`src/rtl/proc_types_pkg.sv`:
```
// Shared RV32I control types: instruction classes, ALU/branch/memory functions,
// opcode/funct3 constants and the sequencer state encoding.
package proc_types_pkg;

   typedef enum logic [3:0] {
      Unsupported,
      LUI,
      AUIPC,
      OP,
      OPIMM,
      BRANCH,
      LOAD,
      STORE,
      JAL,
      JALR,
      PMUL
   } IType;

   typedef enum logic [3:0] {
      Add, Sub, And, Or, Xor, Slt, Sltu, Sll, Srl, Sra
   } AluFunc;

   typedef enum logic [2:0] {
      Eq, Neq, Lt, Ltu, Ge, Geu
   } BrFunc;

   typedef enum logic [2:0] {
      Lw, Lh, Lhu, Lb, Lbu, Sw, Sh, Sb
   } MemFunc;

   typedef struct packed {
      IType        itype;
      AluFunc      alu_func;
      BrFunc       br_func;
      MemFunc      mem_func;
      logic [4:0]  dst;
      logic [4:0]  src1;
      logic [4:0]  src2;
      logic [31:0] imm;
   } DecodedInst;

   typedef struct packed {
      IType        itype;
      MemFunc      mem_func;
      logic [4:0]  dst;
      logic [31:0] data;
      logic [31:0] addr;
      logic [31:0] next_pc;
   } ExecInst;

   typedef enum logic [2:0] {
      FETCH_REQ,
      FETCH_WAIT,
      DECODE,
      EXECUTE,
      MEM_REQ,
      MEM_WAIT,
      WRITEBACK,
      HALT
   } seq_state_t;

   localparam logic [6:0] OPC_LUI    = 7'b0110111;
   localparam logic [6:0] OPC_AUIPC  = 7'b0010111;
   localparam logic [6:0] OPC_JAL    = 7'b1101111;
   localparam logic [6:0] OPC_JALR   = 7'b1100111;
   localparam logic [6:0] OPC_BRANCH = 7'b1100011;
   localparam logic [6:0] OPC_LOAD   = 7'b0000011;
   localparam logic [6:0] OPC_STORE  = 7'b0100011;
   localparam logic [6:0] OPC_OPIMM  = 7'b0010011;
   localparam logic [6:0] OPC_OP     = 7'b0110011;

   localparam logic [2:0] F3_LB  = 3'b000;
   localparam logic [2:0] F3_LH  = 3'b001;
   localparam logic [2:0] F3_LW  = 3'b010;
   localparam logic [2:0] F3_LBU = 3'b100;
   localparam logic [2:0] F3_LHU = 3'b101;
   localparam logic [2:0] F3_SB  = 3'b000;
   localparam logic [2:0] F3_SH  = 3'b001;
   localparam logic [2:0] F3_SW  = 3'b010;

   // ADDI x0,x0,0 -- the instruction register holds a NOP out of reset.
   localparam logic [31:0] RESET_INST = 32'h0000_0013;

   function automatic logic writes_rd(input IType t);
      return (t inside {OP, OPIMM, LUI, AUIPC, JAL, JALR, LOAD, PMUL});
   endfunction

endpackage

```
`src/rtl/mem_align.sv`:
```
// Combinational byte-lane alignment for the shared memory port: store byte
// enables and replicated data, load lane select and extension, misalign flag.
module mem_align
   import proc_types_pkg::*;
(
   input  MemFunc      mem_func_i,
   input  logic [1:0]  addr_lo_i,
   input  logic [31:0] st_data_i,
   output logic [3:0]  st_be_o,
   output logic [31:0] st_wdata_o,
   input  logic [31:0] ld_word_i,
   output logic [31:0] ld_data_o,
   output logic        misalign_o
);

   logic [7:0]  ld_byte;
   logic [15:0] ld_half;

   always_comb begin
      // NOTE: every output gets a default first so no path through the case leaves one unassigned (no latch).
      st_be_o    = 4'b0000;
      st_wdata_o = 32'h0;
      unique case (mem_func_i)
         Sb: begin
            st_be_o    = 4'b0001 << addr_lo_i;
            st_wdata_o = {4{st_data_i[7:0]}};
         end
         Sh: begin
            st_be_o    = 4'b0011 << addr_lo_i;
            st_wdata_o = {2{st_data_i[15:0]}};
         end
         Sw: begin
            st_be_o    = 4'b1111;
            st_wdata_o = st_data_i;
         end
         default: ;
      endcase
   end

   always_comb begin
      ld_byte = 8'h0;
      unique case (addr_lo_i)
         2'd0: ld_byte = ld_word_i[7:0];
         2'd1: ld_byte = ld_word_i[15:8];
         2'd2: ld_byte = ld_word_i[23:16];
         2'd3: ld_byte = ld_word_i[31:24];
         default: ;
      endcase
      ld_half = addr_lo_i[1] ? ld_word_i[31:16] : ld_word_i[15:0];

      ld_data_o = ld_word_i;
      unique case (mem_func_i)
         Lb:  ld_data_o = {{24{ld_byte[7]}}, ld_byte};
         Lbu: ld_data_o = {24'h0, ld_byte};
         Lh:  ld_data_o = {{16{ld_half[15]}}, ld_half};
         Lhu: ld_data_o = {16'h0, ld_half};
         default: ;
      endcase
   end

   always_comb begin
      misalign_o = 1'b0;
      unique case (mem_func_i)
         Lw, Sw:      misalign_o = (addr_lo_i != 2'b00);
         Lh, Lhu, Sh: misalign_o = addr_lo_i[0];
         default: ;
      endcase
   end

endmodule

```
`src/rtl/cpu_sequencer.sv`:
```
// Multi-cycle RV32I sequencer: owns PC/IR and the single memory port.
// Optional performance counters are built when SEQ_PERF_CNT_EN is defined.
module cpu_sequencer
   import proc_types_pkg::*;
#(
   parameter logic [31:0] RESET_PC = 32'h0000_0000
) (
   input  logic        clk_in,
   input  logic        rst_n_in,
   output logic        mem_req_valid,
   input  logic        mem_req_ready,
   output logic [31:0] mem_req_addr,
   output logic        mem_req_we,
   output logic [31:0] mem_req_wdata,
   output logic [3:0]  mem_req_be,
   input  logic        mem_resp_valid,
   input  logic [31:0] mem_resp_data,
   output logic [31:0] inst,
   input  IType        d_itype,
   input  MemFunc      d_memfunc,
   input  logic [4:0]  d_dst,
   input  logic [31:0] x_data,
   input  logic [31:0] x_addr,
   input  logic [31:0] x_next_pc,
   output logic [31:0] pc,
   output logic        rf_we,
   output logic [4:0]  rf_waddr,
   output logic [31:0] rf_wdata,
   output logic        retire,
   output logic        halted,
   output logic [31:0] cycle_count,
   output logic [31:0] instret_count
);

   seq_state_t  state_q, state_d;
   logic [31:0] pc_q, pc_d;
   logic [31:0] inst_q, inst_d;
   IType        itype_q, itype_d;
   MemFunc      memfunc_q, memfunc_d;
   logic [4:0]  dst_q, dst_d;
   logic [31:0] xdata_q, xdata_d;
   logic [1:0]  lane_q, lane_d;
   logic [31:0] xnpc_q, xnpc_d;
   logic [31:0] ldata_q, ldata_d;
   logic        req_valid_q, req_valid_d;
   logic [31:0] req_addr_q, req_addr_d;
   logic        req_we_q, req_we_d;
   logic [3:0]  req_be_q, req_be_d;
   logic [31:0] req_wdata_q, req_wdata_d;
   logic        retire_q, retire_d;

   logic [1:0]  align_lo;
   logic [3:0]  st_be;
   logic [31:0] st_wdata;
   logic [31:0] ld_data;
   logic        misalign;

   // Store side aligns the live execute address; load side the latched lane.
   assign align_lo = (state_q == MEM_WAIT) ? lane_q : x_addr[1:0];

   mem_align u_align (
      .mem_func_i (memfunc_q),
      .addr_lo_i  (align_lo),
      .st_data_i  (x_data),
      .st_be_o    (st_be),
      .st_wdata_o (st_wdata),
      .ld_word_i  (mem_resp_data),
      .ld_data_o  (ld_data),
      .misalign_o (misalign)
   );

   always_comb begin
      state_d     = state_q;
      pc_d        = pc_q;
      inst_d      = inst_q;
      itype_d     = itype_q;
      memfunc_d   = memfunc_q;
      dst_d       = dst_q;
      xdata_d     = xdata_q;
      lane_d      = lane_q;
      xnpc_d      = xnpc_q;
      ldata_d     = ldata_q;
      req_valid_d = req_valid_q;
      req_addr_d  = req_addr_q;
      req_we_d    = req_we_q;
      req_be_d    = req_be_q;
      req_wdata_d = req_wdata_q;
      retire_d    = 1'b0;

      case (state_q)
         FETCH_REQ: begin
            // Out of reset the request register is idle; raise it once, then hold.
            if (!req_valid_q) begin
               req_valid_d = 1'b1;
               req_addr_d  = {pc_q[31:2], 2'b00};
               req_we_d    = 1'b0;
               req_be_d    = 4'b0000;
               req_wdata_d = 32'h0;
            end else if (mem_req_ready) begin
               req_valid_d = 1'b0;
               state_d     = FETCH_WAIT;
            end
         end
         FETCH_WAIT: begin
            if (mem_resp_valid) begin
               inst_d  = mem_resp_data;
               state_d = DECODE;
            end
         end
         DECODE: begin
            itype_d   = d_itype;
            memfunc_d = d_memfunc;
            dst_d     = d_dst;
            state_d   = EXECUTE;
         end
         EXECUTE: begin
            xdata_d = x_data;
            lane_d  = x_addr[1:0];
            xnpc_d  = x_next_pc;
            if (itype_q == Unsupported) begin
               state_d = HALT;
            end else if (itype_q == LOAD || itype_q == STORE) begin
               if (misalign) begin
                  state_d = HALT;
               end else begin
                  req_valid_d = 1'b1;
                  req_addr_d  = {x_addr[31:2], 2'b00};
                  req_we_d    = (itype_q == STORE);
                  req_be_d    = (itype_q == STORE) ? st_be : 4'b0000;
                  req_wdata_d = (itype_q == STORE) ? st_wdata : 32'h0;
                  state_d     = MEM_REQ;
               end
            end else begin
               state_d = WRITEBACK;
            end
         end
         MEM_REQ: begin
            if (mem_req_ready) begin
               req_valid_d = 1'b0;
               req_we_d    = 1'b0;
               req_be_d    = 4'b0000;
               req_wdata_d = 32'h0;
               state_d     = (itype_q == STORE) ? WRITEBACK : MEM_WAIT;
            end
         end
         MEM_WAIT: begin
            if (mem_resp_valid) begin
               ldata_d = ld_data;
               state_d = WRITEBACK;
            end
         end
         WRITEBACK: begin
            pc_d        = xnpc_q;
            retire_d    = 1'b1;
            req_valid_d = 1'b1;
            req_addr_d  = {xnpc_q[31:2], 2'b00};
            req_we_d    = 1'b0;
            req_be_d    = 4'b0000;
            req_wdata_d = 32'h0;
            state_d     = FETCH_REQ;
         end
         HALT: ;
         default: state_d = HALT;
      endcase
   end

   always_ff @(posedge clk_in or negedge rst_n_in) begin
      if (!rst_n_in) begin
         state_q     <= FETCH_REQ;
         pc_q        <= RESET_PC;
         inst_q      <= RESET_INST;
         itype_q     <= Unsupported;
         memfunc_q   <= Lw;
         dst_q       <= 5'd0;
         xdata_q     <= 32'h0;
         lane_q      <= 2'd0;
         xnpc_q      <= 32'h0;
         ldata_q     <= 32'h0;
         req_valid_q <= 1'b0;
         req_addr_q  <= 32'h0;
         req_we_q    <= 1'b0;
         req_be_q    <= 4'b0000;
         req_wdata_q <= 32'h0;
         retire_q    <= 1'b0;
      end else begin
         // NOTE: non-blocking so every register samples the pre-edge value of its neighbours.
         state_q     <= state_d;
         pc_q        <= pc_d;
         inst_q      <= inst_d;
         itype_q     <= itype_d;
         memfunc_q   <= memfunc_d;
         dst_q       <= dst_d;
         xdata_q     <= xdata_d;
         lane_q      <= lane_d;
         xnpc_q      <= xnpc_d;
         ldata_q     <= ldata_d;
         req_valid_q <= req_valid_d;
         req_addr_q  <= req_addr_d;
         req_we_q    <= req_we_d;
         req_be_q    <= req_be_d;
         req_wdata_q <= req_wdata_d;
         retire_q    <= retire_d;
      end
   end

`ifdef SEQ_PERF_CNT_EN
   logic [31:0] cycle_q;
   logic [31:0] instret_q;

   always_ff @(posedge clk_in or negedge rst_n_in) begin
      if (!rst_n_in) begin
         cycle_q   <= 32'h0;
         instret_q <= 32'h0;
      end else begin
         cycle_q <= cycle_q + 32'd1;
         if (state_q == WRITEBACK) begin
            instret_q <= instret_q + 32'd1;
         end
      end
   end

   assign cycle_count   = cycle_q;
   assign instret_count = instret_q;
`else
   assign cycle_count   = 32'h0;
   assign instret_count = 32'h0;
`endif

   assign mem_req_valid = req_valid_q;
   assign mem_req_addr  = req_addr_q;
   assign mem_req_we    = req_we_q;
   assign mem_req_be    = req_be_q;
   assign mem_req_wdata = req_wdata_q;
   assign inst          = inst_q;
   assign pc            = pc_q;
   assign retire        = retire_q;
   assign halted        = (state_q == HALT);
   assign rf_we         = (state_q == WRITEBACK) && writes_rd(itype_q) && (dst_q != 5'd0);
   assign rf_waddr      = dst_q;
   assign rf_wdata      = (itype_q == LOAD) ? ldata_q : xdata_q;

endmodule

```
`config.mk`:
```
export PLATFORM = sky130hd
export DESIGN_NAME = cpu_sequencer
export DESIGN_NICKNAME = d
export VERILOG_FILES = /design/src/rtl/proc_types_pkg.sv /design/src/rtl/mem_align.sv /design/src/rtl/cpu_sequencer.sv
export SDC_FILE = /design/constraint.sdc
export NUM_CORES = 1
export LEC_CHECK = 0
export ABC_AREA = 1
export BUFFER_PORTS_ARGS = -buffer_cell sky130_fd_sc_hd__buf_2
export CAP_MARGIN = 20
export CORE_MARGIN = 2
export CORE_UTILIZATION = 52
export DETAILED_ROUTE_END_ITERATION = 10
export HOLD_SLACK_MARGIN = 0.03
export MAX_ROUTING_LAYER = met4
export PLACE_DENSITY_LB_ADDON = 0.15
export SLEW_MARGIN = 20
export SYNTH_ARGS = -nofsm -noshare
export SYNTH_HDL_FRONTEND = slang
export SYNTH_HIERARCHICAL = 1
export SYNTH_SLANG_ARGS = --single-unit
```
`constraint.sdc`:
```
create_clock -name clk_in -period 2.5 [get_ports clk_in]
set_clock_uncertainty 0.05 [all_clocks]
set_input_delay 0.25 -clock clk_in [delete_from_list [all_inputs] [get_ports clk_in]]
set_output_delay 0.25 -clock clk_in [all_outputs]
set_load 0.02 [all_outputs]
```
==> results of run 1 <==
final cells by class:
| cell class | instances | share of cell area (%) |
|---|---|---|
| multi-input combinational | 1215 | 32.20 |
| inverter | 119 | 2.668 |
| clock inverter | 7 | 0.9829 |
| tap | 324 | 2.394 |
| timing repair buffer | 493 | 20.22 |
| antenna | 5 | 0.07390 |
| clock buffer | 41 | 5.084 |
| sequential | 246 | 36.38 |
cell usage after synthesis:
cell | n | area (um2)
nand3_2 | 12 | 120.1
inv_2 | 10 | 37.54
nand4_1 | 4 | 25.02
dfrtp_1 | 243 | 6081
buf_2 | 36 | 180.2
nor3_1 | 2 | 10.01
nand3_1 | 127 | 635.6
nor2_2 | 3 | 18.77
mux2_2 | 18 | 202.7
nand2_4 | 3 | 33.78
nor2_4 | 2 | 22.52
nand2_2 | 4 | 25.02
o22ai_1 | 8 | 50.05
inv_1 | 107 | 401.6
nor2_8 | 3 | 60.06
a21oi_2 | 1 | 8.760
nand2_8 | 1 | 20.02
buf_6 | 19 | 214.0
mux2_1 | 14 | 157.7
buf_4 | 75 | 563.0
dfstp_2 | 3 | 78.83
o21ai_0 | 77 | 385.4
nand2_1 | 701 | 2631
nand3b_2 | 2 | 22.52
clkbuf_1 | 17 | 63.81
inv_4 | 2 | 12.51
conb_1 | 1 | 3.750
buf_1 | 8 | 30.03
o21ai_1 | 24 | 120.1
a21oi_1 | 43 | 215.2
nand3_4 | 2 | 35.03
nand4_4 | 1 | 21.27
nor2_1 | 97 | 364.1
logic make-up (layout without fill, tap and decap cells):
kind of cell | Yosys count | after routing | share of synthesized area [%]
AO/OA/AOI/OAI | 153 | 153 | 6.066
buffers and inverters | 274 | 660 | 11.69
flip-flops | 246 | 246 | 47.93
multiplexers | 32 | 32 | 2.804
other | 1 | 71 | 0.02918
AND/OR/NAND/NOR | 964 | 964 | 31.48
repair_timing:
| action | CTS | global route |
|---|---|---|
| hold endpoints to repair | 382 | 0 |
| gates resized for setup | 0 | 12 |
| hold buffers | 140 | 0 |
| endpoints found under the setup margin | 0 | 46 |
path summary, 6_finish.rpt:
check | end | slack, ns | cells after the start
setup reg to reg | mem_req_wdata[15]$_DFFE_PN0P_ | 0.23 | 15
min in group asynchronous | mem_req_addr[30]$_DFFE_PN0P_ | 0.17 | 2
hold reg to reg | mem_req_addr[4]$_DFFE_PN0P_ | 0.42 | 2
setup / recovery | rf_wdata[11] | 0.15 | 7
hold / removal | mem_req_valid$_DFFE_PN0P_ | 0.07 | 4
max in group asynchronous | pc[3]$_DFFE_PN0P_ | 1.49 | 3
sequential cells by signal, summed over array words and instances, names as in the netlist:
signal         count
mem_req_we         1
itype_q            4
xnpc_q            32
memfunc_q          3
pc                32
mem_req_valid      1
mem_req_be         4
lane_q             2
mem_req_wdata     32
mem_req_addr      30
retire             1
rf_waddr           5
xdata_q           32
ldata_q           32
state_q            3
inst              32
per-layer routing:
| metal | wire length, um | vias to the layer above | track usage (%) |
|---|---|---|---|
| met1 | 16210 | 5885 | 39.94 |
| met3 | 2747 | 118 | 4.083 |
| met2 | 19560 | 586 | 51.44 |
| met4 | 1614 | 0 | 11.73 |
| met5 | 0 | - | - |
| li1 | - | 5957 | - |
worst max-delay path, delay by kind of cell, from the launching register on:
kind            cells  cell delay, ns
flops               1            0.35
simple gates        2            0.20
buf+inv             4            0.64
compound gates      1            0.29
stage by stage:
stage / cells / total power [W] / setup WS (ns) / hold WS [ns] / utilization (%)
after detailed placement: 2257 / 0.01714 / 0.1392 / 0.1305 / 59.55
final: 2450 / 0.02199 / 0.1458 / 0.06533 / 69.62
after CTS: 2445 / 0.02193 / 0.06037 / 0.04325 / 69.53
after floorplan: 1735 / 0.01411 / 0.4015 / -0.09559 / -
after global routing: 2450 / 0.02345 / 0.01115 / 0.06379 / 69.62
after global placement: 2257 / 0.01692 / 0.2517 / 0.1331 / 59.55
power groups by stage:
stage | Sequential [W] | Clock [W] | Combinational [W]
floorplan | 0.00737 | 0 | 0.00673
global placement | 0.00661 | 0 | 0.0103
detailed placement | 0.00665 | 0 | 0.0105
CTS | 0.00661 | 0.00460 | 0.0107
global route | 0.00681 | 0.00476 | 0.0119
finish | 0.00664 | 0.00454 | 0.0108
==> flow_metrics.env, run 1 <==
export IMPL_outcome="completed"
export IMPL_finalCritPeriodShare_pct=94.17
export IMPL_p_comb_share_pct=49.2
export IMPL_layout_cells_most_common="nand2_1"
export IMPL_switching_power_w=0.009893
export IMPL_area_growth_pct=31.75
export IMPL_boundaryPins=382
export IMPL_critPathMostFrequentCell="inv_1"
export IMPL_grt_remaining_overflow=0
export IMPL_seq_area_frac_synth_pct=47.93
export IMPL_hold_class="input port to flip-flop"
export IMPL_cts_setup_buffers=0
export IMPL_vias_per_cell=5.121
export IMPL_htree_levels=1
export IMPL_placed_area_um2=14480
export IMPL_tightest_slew_ns=0.5590
export IMPL_layout_common_cells="nand2_1, buf_2, dfrtp_1"
export IMPL_syn_area_um2=12850
export IMPL_place_gp_congestion=0.9263
export IMPL_clockRootBuffer="clkbuf_16"
export IMPL_seq_power_share_pct=30.2
export IMPL_cts_tree="done"
export IMPL_crit_fanout=64
export IMPL_final_area_um2=16930
export IMPL_max_slew_margin_pct=62.73
export IMPL_synth_avg_cell_area_um2=7.695
export IMPL_finalSetupTns_ns=0
export IMPL_fmax_mhz=424.8
export IMPL_dr_pass1_iters=6
export IMPL_r2r_start="state_q[1]$_DFFE_PN0P_"
export IMPL_hp_start="mem_req_ready"
export IMPL_grt_max_degree=77
export IMPL_finalCriticalPeriod_ns=2.354
export IMPL_finalSetupViolCount=0
export IMPL_power_internal_w=0.01209
export IMPL_die_area_um2=25990
export IMPL_setup_worst_path_start="itype_q[3]$_DFFE_PN0P_"
export IMPL_rsz0062_at_grt="no"
export IMPL_netlist_instances=1670
export IMPL_core_area_um2=24320
export IMPL_port_buffers=315
export IMPL_yosysWarnings=6
export IMPL_peakVddDrop_mv=0.8950
export IMPL_clk_pin_slew_ns=0.06
export IMPL_critPathSlowestCell="dfrtp_1"
export IMPL_initial_core_util_pct=52.84
export IMPL_place_hpwl_um=26480
export IMPL_routed_wl_um=40130
export IMPL_power_leakage_nw=9.524
export IMPL_crit_arrival_ns=2.05
export IMPL_synth_cell_types=33
export IMPL_critical_path_class="flip-flop to output pin"
export IMPL_clkLatencyLatePin_ns=0.55
export IMPL_clockBufferDepth=3
export IMPL_row_count=57
export IMPL_yosys_register_bits=246
export IMPL_die_h_um=161.2
export IMPL_antenna_found_initial=5
export IMPL_power_density_nw_per_um2=1299
export IMPL_wl_per_cell_um=16.38
export IMPL_cp_required_ns=2.20
export IMPL_clock_sinks=246
export IMPL_first_global_vias=12110
export IMPL_cap_viol_max_count=0
export IMPL_drtIter0Drc=1274
export IMPL_vias=12550
export IMPL_drc=0
export IMPL_clkPwrFrac_pct=20.6
export IMPL_cp_cell_sequence="inv_1, nand2_1, inv_1, nand3_2, buf_12, o21ai_0, buf_2"
export IMPL_drive_above_1_share_pct=22.11
export IMPL_die_w_um=161.2
export IMPL_switching_share_pct=44.99
export IMPL_nNetsFinal=2247
export IMPL_ff_latch_area_um2=6160
export IMPL_cts_buffers=28
export IMPL_nFillCells=1979
export IMPL_multi_input_area_um2=5451
export IMPL_ant_nets=0
export IMPL_slew_violations=0
export IMPL_critPathLaunchType="flip-flop"
export IMPL_grt_pass1_wl_um=63260
export IMPL_grt_total_usage_pct=31.30
export IMPL_max_stage_delay_ns=0.35
export IMPL_endpoint_kind="output pin"
export IMPL_finalHoldViolations=0
Power figures use the tool's default switching activity.
==> run 2: changes to the inputs <==
--- a/config.mk
+++ b/config.mk
@@ -5,13 +5,12 @@
 export SDC_FILE = /design/constraint.sdc
 export NUM_CORES = 1
 export LEC_CHECK = 0
-export ABC_AREA = 1
 export BUFFER_PORTS_ARGS = -buffer_cell sky130_fd_sc_hd__buf_2
 export CAP_MARGIN = 20
 export CORE_MARGIN = 2
 export CORE_UTILIZATION = 52
 export DETAILED_ROUTE_END_ITERATION = 10
-export HOLD_SLACK_MARGIN = 0.03
+export HOLD_SLACK_MARGIN = 0.02
 export MAX_ROUTING_LAYER = met4
 export PLACE_DENSITY_LB_ADDON = 0.15
 export SLEW_MARGIN = 20
==> run 2 against run 1 <==
  * The flow now finishes with violations (negative setup slack)
  * Die area shrank 5.2%
  * Sequential power is essentially flat
  * Synthesized area shrank 5.3%
  * Utilization grew 2.6 points
  * Total power shrank 3.2%
  * Global-route usage shrank 1.4 points
  * Combinational power is essentially flat
  * Cell area shrank 2.9%
  * Via count shrank 17%
  * Clock power shrank 16%
  * Wire length shrank 7.5%
==> flow_metrics.env, run 2 <==
export IMPL_routed_wl_um=37110
export IMPL_layout_common_cells="buf_2, dfrtp_1, nand2_1"
export IMPL_power_leakage_nw=8.599
export IMPL_max_slew_margin_pct=49.25
export IMPL_cap_viol_max_count=0
export IMPL_die_w_um=157.0
export IMPL_place_hpwl_um=24080
export IMPL_switching_power_w=0.008697
export IMPL_seq_power_share_pct=31.2
export IMPL_finalSetupTns_ns=-0.2781
export IMPL_cts_tree="done"
export IMPL_fin_util_pct=72.17
export IMPL_placed_area_um2=13990
export IMPL_synth_avg_cell_area_um2=10.85
export IMPL_final_area_um2=16440
export IMPL_rsz0062_at_grt="yes"
export IMPL_crit_buf_inv=3
export IMPL_critPathLaunchType="flip-flop"
export IMPL_violations="negative setup slack"
export IMPL_p_comb_share_pct=50.8
export IMPL_clockBufferDepth=3
export IMPL_cp_required_ns=2.86
export IMPL_htree_levels=1
export IMPL_yosysTopAreaCell="dfrtp_1"
export IMPL_synth_cell_types=56
export IMPL_die_h_um=157.0
export IMPL_syn_area_um2=12170
export IMPL_critPathMostFrequentCell="buf_6"
export IMPL_seq_area_frac_synth_pct=50.61
export IMPL_endpoint_kind="flip-flop"
export IMPL_power_internal_w=0.01258
export IMPL_slew_violations=0
export IMPL_critPathSlowestCell="dfrtp_1"
export IMPL_area_growth_pct=35.06
export IMPL_synthTopCellsByArea="dfrtp_1, mux2_2, nand2_1"
export IMPL_place_ws_ns=-0.1550
export IMPL_nNetsFinal=1718
export IMPL_die_area_um2=24650
export IMPL_vias_per_cell=5.451
export IMPL_drc=0
export IMPL_yosys_register_bits=246
export IMPL_hold_class="input port to flip-flop"
export IMPL_place_gp_congestion=0.9023
export IMPL_grt_max_degree=76
export IMPL_async_flop_share_pct=100.0
export IMPL_wl_per_cell_um=19.48
export IMPL_grt_remaining_overflow=0
export IMPL_port_buffers=315
export IMPL_synth_edf_count=0
export IMPL_crit_arrival_ns=2.89
export IMPL_core_area_um2=22780
export IMPL_outcome="finished, violations left"
export IMPL_diodes=0
export IMPL_ant_nets=0
export IMPL_netlist_instances=1122
export IMPL_first_global_vias=10310
export IMPL_initial_core_util_pct=53.44
export IMPL_finalHoldViolations=0
export IMPL_max_stage_delay_ns=0.42
export IMPL_fmax_mhz=395.8
export IMPL_clock_sinks=246
export IMPL_tightest_slew_ns=0.7612
export IMPL_drive_above_1_share_pct=37.63
export IMPL_finalCriticalPeriod_ns=2.527
export IMPL_drtIter0Drc=863
export IMPL_clk_pin_slew_ns=0.06
export IMPL_yosysMostFrequentCell="dfrtp_1"
export IMPL_power_density_nw_per_um2=1294
export IMPL_peakVddDrop_mv=0.9731
export IMPL_finalSetupViolCount=17
export IMPL_vias=10380
export IMPL_clockRootBuffer="clkbuf_16"
export IMPL_yosysWarnings=6
export IMPL_synth_top_cells_by_count="dfrtp_1, nand2_1, mux2_2, buf_4, a21o_1"
export IMPL_setup_slack_ns=-0.02684
export IMPL_switching_share_pct=40.87
export IMPL_critical_path_class="flip-flop to flip-flop"
export IMPL_power_w=0.02128
export IMPL_finalCritPeriodShare_pct=101.1
export IMPL_boundaryPins=382
export IMPL_row_count=55
export IMPL_yosysTopAreaCellShare_pct=49.96
export IMPL_cp_top_family="multiplexers"
export IMPL_crit_fanout=5
export IMPL_clkLatencyLatePin_ns=0.53
export IMPL_dr_pass1_iters=5
export IMPL_grt_pass1_wl_um=56210
export IMPL_cp_cell_sequence="nor2b_4, nand2_2, mux2_4, buf_6, buf_6, buf_6, mux4_2, a21boi_2, a221o_1, mux2_4"
export IMPL_synth_main_ff_cell="dfrtp_1"
export IMPL_layout_cells_most_common="buf_2"
export IMPL_cts_buffers=27
export IMPL_grt_total_usage_pct=29.88
export IMPL_clkPwrFrac_pct=18.0
export IMPL_antenna_found_initial=0
-- run 2: what timing repair did --
| action | in CTS | in global routing |
|---|---|---|
| pin swaps | 6 | 5 |
| resized for setup | 25 | 23 |
| endpoints found under the setup margin | 78 | 70 |
| setup buffers | 13 | 6 |
| hold endpoints to repair | 207 | 3 |
| hold buffers | 120 | 3 |
| cloned | 3 | 0 |
-- run 2: path summary, 6_finish.rpt --
path / start / end / slack, ns / cells after the start
setup reg to reg: state_q[1]$_DFFE_PN0P_ / ldata_q[6]$_DFFE_PN0P_ / -0.03 / 10
setup / recovery: state_q[1]$_DFFE_PN0P_ / ldata_q[6]$_DFFE_PN0P_ / -0.03 / 10
hold reg to reg: xnpc_q[16]$_DFFE_PN0P_ / xnpc_q[16]$_DFFE_PN0P_ / 0.42 / 2
hold / removal: x_addr[7] / mem_req_addr[7]$_DFFE_PN0P_ / 0.03 / 3
min in group asynchronous: rst_n_in / xnpc_q[9]$_DFFE_PN0P_ / 0.17 / 2
max in group asynchronous: rst_n_in / lane_q[1]$_DFFE_PN0P_ / 1.49 / 3
-- run 2: layer usage --
metal / track usage [%] / up-vias / wire length [um]
li1: - / 4702 / -
met1: 36.82 / 5114 / 14430
met2: 50.84 / 490 / 18950
met3: 5.259 / 78 / 2782
met4: 8.432 / 0 / 939
met5: - / - / 0
-- run 2: tightest hold or removal path: stages --
cell     delay (ns)
buf_2          0.08
a221o_1        0.12
mux2_2         0.13
-- run 2: area by class of cell --
| type | count | area [um2] |
|---|---|---|
| repair buffers | 503 | 3533 |
| fillers | 1620 | 6339 |
| inverters | 5 | 21.27 |
| multi-input cells | 791 | 5495 |
| well taps | 313 | 391.6 |
| clock buffers | 40 | 764.5 |
| flip-flops and latches | 246 | 6163 |
| clock inverters | 7 | 70.07 |
-- run 2: through the flow --
step	hold WS [ns]	std cells
3_3_place_gp	0.1328	1713
2_1_floorplan	-0.09559	1187
3_5_place_dp	0.1375	1713
4_1_cts	0.02036	1896
6_report	0.02801	1905
5_1_grt	0.02261	1905
-- run 2: kinds of logic after synthesis --
family          after synthesis  share of synthesized area (%)
compound gates              210                          13.27
xor+xnor                      3                         0.2776
buf+inv                     152                          7.545
flops                       246                          50.61
mux                         154                          15.05
other cells                   1                        0.03081
simple gates                356                          13.22
-- run 2: power by group through the flow --
stage	logic (W)	registers [W]	clock network [W]
floorplan	0.00620	0.00732	0
global placement	0.00967	0.00661	0
detailed placement	0.00985	0.00668	0
CTS	0.0105	0.00660	0.00387
global route	0.0117	0.00680	0.00404
finish	0.0108	0.00664	0.00382
